===== src/rtl/imuldiv_pkg.sv =====
// Shared mul/div definitions: operation codes and which half of the 64-bit
// unit result carries the architectural answer for each operation.
package imuldiv_pkg;

    typedef enum logic [2:0] {
        FN_MUL  = 3'd0,
        FN_DIV  = 3'd1,
        FN_DIVU = 3'd2,
        FN_REM  = 3'd3,
        FN_REMU = 3'd4
    } muldiv_fn_e;

    // LO holds the product or quotient, HI holds the remainder.
    typedef enum logic {
        HALF_LO = 1'b0,
        HALF_HI = 1'b1
    } result_half_e;

    function automatic result_half_e result_half(input logic [2:0] fn);
        result_half_e half;
        case (muldiv_fn_e'(fn))
            FN_REM, FN_REMU: half = HALF_HI;
            default:         half = HALF_LO;
        endcase
        return half;
    endfunction

endpackage


===== src/rtl/imuldiv_tag_fifo.sv =====
// In-order record store for outstanding mul/div requests ({fn, tag} entries).
// Storage is unreset; it is only read while the FIFO holds entries.
module imuldiv_tag_fifo #(
    parameter int W     = 8,
    parameter int DEPTH = 2
) (
    input  logic         clk,
    input  logic         reset,
    input  logic         push,
    input  logic [W-1:0] push_data,
    input  logic         pop,
    output logic [W-1:0] pop_data,
    output logic         full,
    output logic         empty
);

    localparam int PTR_W = $clog2(DEPTH);
    localparam logic [PTR_W-1:0] PTR_ONE  = 1;
    localparam logic [PTR_W:0]   CNT_ONE  = 1;
    localparam logic [PTR_W:0]   CNT_FULL = (PTR_W + 1)'(DEPTH);

    logic [W-1:0]     mem [DEPTH];
    logic [PTR_W-1:0] wr_ptr;
    logic [PTR_W-1:0] rd_ptr;
    logic [PTR_W:0]   count;
    logic             do_push;
    logic             do_pop;

    assign full     = (count == CNT_FULL);
    assign empty    = (count == '0);
    assign do_push  = push && !full;
    assign do_pop   = pop && !empty;
    assign pop_data = mem[rd_ptr];

    always_ff @(posedge clk or negedge reset) begin
        if (!reset) begin
            wr_ptr <= '0;
            rd_ptr <= '0;
            count  <= '0;
        end else begin
            if (do_push) wr_ptr <= wr_ptr + PTR_ONE;
            if (do_pop)  rd_ptr <= rd_ptr + PTR_ONE;
            // Simultaneous push and pop leaves the occupancy unchanged.
            if (do_push && !do_pop)      count <= count + CNT_ONE;
            else if (do_pop && !do_push) count <= count - CNT_ONE;
        end
    end

    always_ff @(posedge clk) begin
        if (do_push) mem[wr_ptr] <= push_data;
    end

endmodule


===== src/rtl/imuldiv_muldiv_tracker.sv =====
// Tracks in-flight mul/div requests: forwards operands to the unit, remembers
// {fn, tag} per request, and turns each 64-bit unit result into a tagged 32-bit response.
module imuldiv_muldiv_tracker
    import imuldiv_pkg::*;
#(
    parameter int TAG_W = 5,
    parameter int DEPTH = 2
) (
    input  logic             clk,
    input  logic             reset,

    input  logic [2:0]       cpureq_msg_fn,
    input  logic [31:0]      cpureq_msg_a,
    input  logic [31:0]      cpureq_msg_b,
    input  logic [TAG_W-1:0] cpureq_msg_tag,
    input  logic             cpureq_val,
    output logic             cpureq_rdy,

    output logic [2:0]       muldivreq_msg_fn,
    output logic [31:0]      muldivreq_msg_a,
    output logic [31:0]      muldivreq_msg_b,
    output logic             muldivreq_val,
    input  logic             muldivreq_rdy,

    input  logic [63:0]      muldivresp_msg_result,
    input  logic             muldivresp_val,
    output logic             muldivresp_rdy,

    output logic [31:0]      cpuresp_msg_result,
    output logic [TAG_W-1:0] cpuresp_msg_tag,
    output logic             cpuresp_val,
    input  logic             cpuresp_rdy,

    output logic             err_orphan
);

    localparam int REC_W = 3 + TAG_W;

    // All handshakes: a transfer happens on a rising edge where val && rdy.
    logic             full;
    logic             empty;
    logic             push;
    logic             pop;
    logic [REC_W-1:0] head;
    logic [2:0]       head_fn;
    logic [TAG_W-1:0] head_tag;
    logic [31:0]      sel_result;

    assign muldivreq_msg_fn = cpureq_msg_fn;
    assign muldivreq_msg_a  = cpureq_msg_a;
    assign muldivreq_msg_b  = cpureq_msg_b;
    assign muldivreq_val    = cpureq_val && !full;
    assign cpureq_rdy       = muldivreq_rdy && !full;
    assign push             = cpureq_val && cpureq_rdy;

    // Accept a unit response only when the output register is free or draining.
    assign muldivresp_rdy = !empty && (!cpuresp_val || cpuresp_rdy);
    assign pop            = muldivresp_val && muldivresp_rdy;

    imuldiv_tag_fifo #(
        .W     (REC_W),
        .DEPTH (DEPTH)
    ) u_tag_fifo (
        .clk       (clk),
        .reset     (reset),
        .push      (push),
        .push_data ({cpureq_msg_fn, cpureq_msg_tag}),
        .pop       (pop),
        .pop_data  (head),
        .full      (full),
        .empty     (empty)
    );

    assign head_fn    = head[REC_W-1 -: 3];
    assign head_tag   = head[TAG_W-1:0];
    assign sel_result = (result_half(head_fn) == HALF_HI) ? muldivresp_msg_result[63:32]
                                                          : muldivresp_msg_result[31:0];

    always_ff @(posedge clk or negedge reset) begin
        if (!reset) begin
            cpuresp_val        <= 1'b0;
            cpuresp_msg_result <= '0;
            cpuresp_msg_tag    <= '0;
        end else if (pop) begin
            cpuresp_val        <= 1'b1;
            cpuresp_msg_result <= sel_result;
            cpuresp_msg_tag    <= head_tag;
        end else if (cpuresp_rdy) begin
            cpuresp_val <= 1'b0;
        end
    end

    always_ff @(posedge clk or negedge reset) begin
        if (!reset) begin
            err_orphan <= 1'b0;
        end else if (muldivresp_val && empty) begin
            err_orphan <= 1'b1;
        end
    end

endmodule


===== config.mk =====
export PLATFORM = sky130hd
export DESIGN_NAME = imuldiv_muldiv_tracker
export DESIGN_NICKNAME = d
export VERILOG_FILES = /design/src/rtl/imuldiv_pkg.sv /design/src/rtl/imuldiv_tag_fifo.sv /design/src/rtl/imuldiv_muldiv_tracker.sv
export SDC_FILE = /design/constraint.sdc
export NUM_CORES = 1
export LEC_CHECK = 0
export CAP_MARGIN = 20
export CORE_ASPECT_RATIO = 0.5
export CORE_UTILIZATION = 30
export DETAILED_ROUTE_END_ITERATION = 10
export GPL_TIMING_DRIVEN = 1
export HOLD_SLACK_MARGIN = 0.03
export PLACE_DENSITY = 0.74
export SETUP_SLACK_MARGIN = 0.1
export SLEW_MARGIN = 30
export SYNTH_ARGS = -nofsm -noshare
export SYNTH_HDL_FRONTEND = slang
export SYNTH_SLANG_ARGS = --single-unit

===== constraint.sdc =====
create_clock -name clk -period 1.75 [get_ports clk]
set_input_delay 0.2625 -clock clk [delete_from_list [all_inputs] [get_ports clk]]
set_output_delay 0.2625 -clock clk [all_outputs]
set_load 0.02 [all_outputs]

==> results of run 1 <==
==> placed cells by master, fill, tap and decap left out, types with 4 or more instances in the layout <==
cell             count
dlygate4sd2_1        4
edfxtp_1            16
clkdlybuf4s50_1    115
buf_12               5
nand3_1             32
dfrtp_1             41
mux2i_1              5
buf_4                9
a21oi_1              5
clkbuf_16            9
a31oi_1             32
o21ai_0             29
nor2_1              40
clkinvlp_4           5
==> state kept, by name, indices dropped and copies added (netlist names) <==
| name | cells |
|---|---|
| cpuresp_msg_result | 32 |
| u_tag_fifo.mem | 16 |
| cpuresp_msg_tag | 5 |
| u_tag_fifo.count | 2 |
| cpuresp_val | 1 |
| err_orphan | 1 |
| u_tag_fifo.rd_ptr | 1 |
| u_tag_fifo.wr_ptr | 1 |
==> how the worst max path moves through the flow <==
| stage | from | end | slack, ns | depth (start not counted) |
|---|---|---|---|---|
| 2_1_floorplan | cpuresp_val | u_tag_fifo.count[1] | -0.01 | 9 |
| 3_3_place_gp | cpuresp_rdy | muldivresp_rdy | -0.04 | 4 |
| 3_5_place_dp | cpuresp_rdy | muldivresp_rdy | -0.04 | 4 |
| 4_1_cts | u_tag_fifo.count[0] | cpureq_rdy | 0.07 | 3 |
| 5_1_grt | u_tag_fifo.mem[0][7] | cpuresp_msg_result[5] | 0.07 | 4 |
| 6_report | u_tag_fifo.count[1] | muldivresp_rdy | 0.15 | 3 |
==> routing by layer <==
metal,vias to the layer above,global-route usage
li1,1174,-
met1,1136,0.178
met2,75,0.258
met3,30,0.0491
met4,0,0.0775
met5,-,0
==> logic make-up after synthesis <==
group	Yosys count	synth area share
simple gates	85	0.125
xor+xnor	5	0.0140
flops	59	0.498
fa+ha+maj	1	0.00400
mux	5	0.0160
compound gates	74	0.143
buf+inv	90	0.201
==> per-stage QoR <==
| stage | power, mW | setup WS [ns] |
|---|---|---|
| 2_1_floorplan | 4.53 | -0.0103 |
| 3_3_place_gp | 5.92 | -0.0443 |
| 3_5_place_dp | 5.98 | -0.0450 |
| 4_1_cts | 7.62 | 0.0653 |
| 5_1_grt | 8.05 | 0.0721 |
| 6_report | 7.55 | 0.153 |
==> cells in the mapped netlist, types with 5 or more instances <==
| library cell | instances |
|---|---|
| nor2_1 | 41 |
| buf_4 | 74 |
| dfrtp_1 | 43 |
| buf_2 | 9 |
| mux2i_1 | 5 |
| clkbuf_1 | 5 |
| nand3_1 | 32 |
| a21oi_1 | 5 |
| edfxtp_1 | 16 |
| a31oi_1 | 32 |
| o21ai_0 | 29 |
==> area by class of cell <==
class,count,area (um^2),area share
clock inverters,7,45.0,0.0102
well taps,135,169,0.0384
repair buffers,137,1390,0.316
multi-input cells,170,1000,0.228
clock buffers,9,225,0.0512
flip-flops and latches,59,1560,0.354
inverters,2,10.0,0.00228
==> power breakdown <==
group	internal [mW]	total (mW)	leakage, nW	switching [mW]
clock network	0.944	1.56	0.115	0.614
registers	1.97	2.29	0.624	0.323
logic	1.73	3.70	0.924	1.97
total	4.65	7.55	1.66	2.91
==> timing repair <==
item	4_1_cts	5_1_grt
resized for setup	10	5
hold buffers	1	0
endpoints found under the setup margin	38	11
pin swaps	0	2
setup buffers	1	0
endpoints found under the hold margin	8	0
==> results.json, run 1 <==
{
  "core_area_mm2": 0.00976,
  "peakVddDrop_mv": 0.587,
  "hold_path.class": "in -> async",
  "cap_violations": 0,
  "syn_avg_cell_area_um2": 9.80,
  "first_pass_iters": 4,
  "final_nets": 522,
  "die_height_um": 74.2,
  "tightest_slew_ns": 0.393,
  "fin_crit_ns": 1.60,
  "wl_per_cell_um": 15.5,
  "grt_pass1_wl_mm": 12.7,
  "synth-edff-count": 16,
  "ys_dominant_reg_cell": "dfrtp_1",
  "powerDensity_mw_per_mm2": 1720,
  "period_share": 0.913,
  "io_pins": 251,
  "syn2layout_area_growth_pct": 40.8,
  "top_layer": "met4",
  "placedCellCount": 501,
  "num_rows": 25,
  "path_clk_slew_ns": 0.05,
  "die_area_mm2": 0.0109,
  "syn_area_mm2": 0.00313,
  "final_core_util": 0.451,
  "slowest_delay_ns": 0.44,
  "drcViolationCount": 0,
  "cp_num_buf_inv": 1,
  "cp.required_ns": 1.49,
  "rsz0062_at_grt": "true",
  "drive_above_1_share": 0.117,
  "rrSetupSlack_ns": 0.16,
  "drtAntennaViolNets": 0,
  "antenna_found_initial": 0,
  "fmax_mhz": 626,
  "dieWidth_um": 146,
  "synth_top_area_cell": "dfrtp_1",
  "postPlaceCellArea_mm2": 0.00408,
  "dr_wl_met3_um": 454,
  "dpl.hpwl_mm": 5.73,
  "finalMaxSlewViolations": 0,
  "grt_util_all_layers": 0.152,
  "slew_headroom": 0.738,
  "dr.first_iter.drc_count": 204,
  "worstPathArrival_ns": 1.33,
  "tns_ns": 0,
  "outcome": "complete, no violations",
  "drt_wl_total_mm": 8.07,
  "criticalPathCategory": "reg -> out",
  "fin_skew_ns": 0.00412,
  "final-instance-count-excl-fill": 519,
  "crit_family": "flip-flops",
  "rr_startpoint": "u_tag_fifo.mem[0][7]",
  "cp_max_fo": 3,
  "final_cell_area_mm2": 0.00440,
  "root_buffer": "clkbuf_16",
  "syn_nets": 462,
  "reg2reg_to": "cpuresp_msg_result[6]",
  "cts_buffers": 9,
  "crit_path_start_kind": "flop",
  "ys_seq_area_frac": 0.498,
  "diodes": 0,
  "cp-end-kind": "output pin",
  "cts_tree": "built",
  "p_leak_nw": 1.66,
  "yosysUniqueCellTypes": 29,
  "gr-total-overflow": 0,
  "via_per_inst": 4.65,
  "setup_viol": 0,
  "fill_cells": 914,
  "insertion_delay_ns": 0.32,
  "holdWs_ns": 0.347,
  "numPortBuffers": 122,
  "reg2regPathDepth": 4,
  "hold_viol": 0,
  "ys_seq_elements": 59,
  "clock_path_buffers": 2,
  "wl_met1_mm": 3.39,
  "grt_start_max_net_pins": 33,
  "htree_levels": 3,
  "vias": 2415,
  "synth_area_leaders": "dfrtp_1, buf_4, edfxtp_1",
  "place_congestion": 0.758,
  "async_flop_share": 0.729,
  "cts.sinks": 59,
  "netlist_instances": 319,
  "start_util": 0.320,
  "wl_met2_mm": 4.02,
  "crit_chain": "nor2_2 -> nor2_1 -> dlygate4sd2_1",
  "synth_top_area_share": 0.344,
  "cp_slowest_cell": "dfrtp_2",
  "grt_pass1_vias": 2462,
  "synth_warnings": 0
}
(Power assumes the default switching activity.)
==> run 2: changes to the inputs <==
PLACE_DENSITY = 0.72   (was 0.74)
SYNTH_HIERARCHICAL = 1   (was unset)
==> run 2 against run 1 <==
The run now ends with setup timing left. Synthesized cell count increased by 0.94%. Critical path depth increased by 4. Sequential share of layout area decreased by 4.3 points. Area after synthesis increased by 9.5%. Die area increased by 9.3%. Clock power increased by 9%. Combinational power increased by 15%. Utilization increased by 0.23 points. Wire length increased by 20%. Power increased by 9.1%. Largest cell class is now buffers.
==> results.json, run 2 <==
{
  "crit_chain": "mux2_4 -> buf_6 -> nor3b_4 -> buf_6 -> clkbuf_16 -> o21ai_2 -> a31oi_1",
  "htree_levels": 3,
  "clock_path_buffers": 2,
  "period_share": 1.01,
  "worst_slack_ns": -0.0259,
  "peakVddDrop_mv": 0.764,
  "dr.first_iter.drc_count": 152,
  "fin_crit_ns": 1.78,
  "reg_top3": "cpuresp_msg_result x32, u_tag_fifo/mem x16, cpuresp_msg_tag x5",
  "start_util": 0.310,
  "cp-end-kind": "flop",
  "final_nets": 545,
  "yosysMostFrequentCell": "buf_4",
  "place_congestion": 0.787,
  "fill_cells": 987,
  "slew_headroom": 0.756,
  "outcome": "finished with violations",
  "cp_max_fo": 6,
  "dieWidth_um": 153,
  "fin_skew_ns": 0.00472,
  "criticalPathCategory": "reg -> reg",
  "die_area_mm2": 0.0119,
  "insertion_delay_ns": 0.32,
  "hold_path.class": "in -> async",
  "crit_path_start_kind": "flop",
  "vias": 2699,
  "drt_wl_total_mm": 9.71,
  "first_pass_iters": 4,
  "fmax_mhz": 563,
  "syn_area_mm2": 0.00342,
  "wl_per_cell_um": 17.6,
  "grt_util_all_layers": 0.161,
  "synth-edff-count": 16,
  "violations": "setup timing",
  "syn_nets": 465,
  "worstPathArrival_ns": 2.01,
  "largest_reg_flops": 32,
  "grt_pass1_vias": 2770,
  "rsz0062_at_grt": "true",
  "finalMaxSlewViolations": 0,
  "final_common_cell": "clkdlybuf4s50_1",
  "largest-register": "cpuresp_msg_result",
  "yosysUniqueCellTypes": 34,
  "syn2layout_area_growth_pct": 46.3,
  "cap_violations": 0,
  "io_pins": 251,
  "slowest_delay_ns": 0.44,
  "final_cell_mix": "clkdlybuf4s50_1, dfrtp_1, a21oi_1, a31oi_1, nand3_2",
  "die_height_um": 77.5,
  "path_clk_slew_ns": 0.05,
  "synth_top_area_share": 0.314,
  "ys_seq_area_frac": 0.455,
  "synth_commonest_cells": "buf_4, dfrtp_1, a21oi_1, a31oi_1, o21ai_0",
  "drcViolationCount": 0,
  "hold_viol": 0,
  "gr-total-overflow": 0,
  "cts.sinks": 59,
  "grt_start_max_net_pins": 33,
  "num_rows": 27,
  "via_per_inst": 4.89,
  "ys_dominant_reg_cell": "dfrtp_1",
  "p_leak_nw": 1.98,
  "grt_pass1_wl_mm": 14.8,
  "setup_viol": 1,
  "cp_num_buf_inv": 3,
  "p_total_mw": 8.24,
  "drtAntennaViolNets": 0,
  "cp.required_ns": 1.98,
  "dpl.hpwl_mm": 7.01,
  "netlist_instances": 322,
  "drive_above_1_share": 0.327,
  "crit_family": "buffers and inverters",
  "cts_tree": "built",
  "synth_warnings": 6,
  "crit_top_cell": "buf_6",
  "root_buffer": "clkbuf_16",
  "synth_area_leaders": "dfrtp_1, buf_4, edfxtp_1",
  "cts_buffers": 9,
  "tightest_slew_ns": 0.366,
  "syn_avg_cell_area_um2": 10.6,
  "cp_slowest_cell": "dfrtp_2",
  "holdWs_ns": 0.361,
  "antenna_found_initial": 0,
  "ys_seq_elements": 59,
  "async_flop_share": 0.729,
  "core_area_mm2": 0.0110,
  "numPortBuffers": 122,
  "powerDensity_mw_per_mm2": 1650,
  "synth_top_area_cell": "dfrtp_1",
  "diodes": 0
}
==> run 2: timing repair <==
item	4_1_cts	5_1_grt
hold buffers	1	0
resized for setup	42	37
hold endpoints to repair	10	0
pin swaps	20	26
setup buffers	3	2
gates cloned	1	1
setup endpoints to repair	45	42
==> run 2: through the flow <==
step	setup WS, ns	util	instances	setup TNS [ns]	area, um^2
floorplan	-0.0484	-	322	-0.0484	3490
global placement	-0.133	0.405	528	-0.764	4470
detailed placement	-0.120	0.405	528	-1.20	4470
CTS	0.0694	0.440	549	0	4870
global route	-0.0834	0.453	552	-0.786	5000
finish	-0.0259	0.453	552	-0.0259	5000
==> run 2: kinds of logic (layout without fill, tap and decap cells) <==
group,after synthesis,after routing,synth area share
simple gates,50,50,0.124
xor+xnor,5,5,0.0150
buf+inv,96,181,0.204
mux,13,13,0.0428
flops,59,59,0.455
compound gates,98,98,0.156
fa+ha+maj,1,1,0.00366
==> run 2: layout make-up <==
type                       count  area, um^2  share of cell area
clock buffer                   9         225              0.0450
clock inverter                 7        68.8              0.0138
inverter                       3        11.3             0.00225
multi-input combinational    167        1330               0.265
sequential                    59        1560               0.312
tap                          145         181              0.0363
timing repair buffer         162        1630               0.326
==> run 2: report_power, final <==
part	leakage, nW	internal [mW]	switching, mW
logic	1.21	2.11	2.14
clock network	0.141	1.09	0.609
registers	0.625	1.97	0.313
==> run 2: final timing paths <==
path                                        start                     end  slack [ns]  cells after the start
worst max-delay path            u_tag_fifo/rd_ptr   cpuresp_msg_result[6]       -0.03                      7
worst min-delay path                        reset       u_tag_fifo/wr_ptr        0.36                      2
worst max register to register  u_tag_fifo/rd_ptr   cpuresp_msg_result[6]       -0.03                      7
worst min register to register         err_orphan              err_orphan        0.46                      1
max in group asynchronous                   reset  cpuresp_msg_result[24]        0.81                      3
min in group clk                       err_orphan              err_orphan        0.46                      1
==> run 2: routing by layer <==
layer  part of all wire  wire [um]  global-route usage
met1               0.36       3510               0.167
met4              0.015        147              0.0616
met5                  0          0                   0
met3              0.062        606              0.0547
met2               0.56       5440               0.302
==> run 3: changes to the inputs <==
SLEW_MARGIN = 20   (was 30)
==> results of run 3 <==
Same layout as run 2: the final DEF is identical, and so are final timing and power.
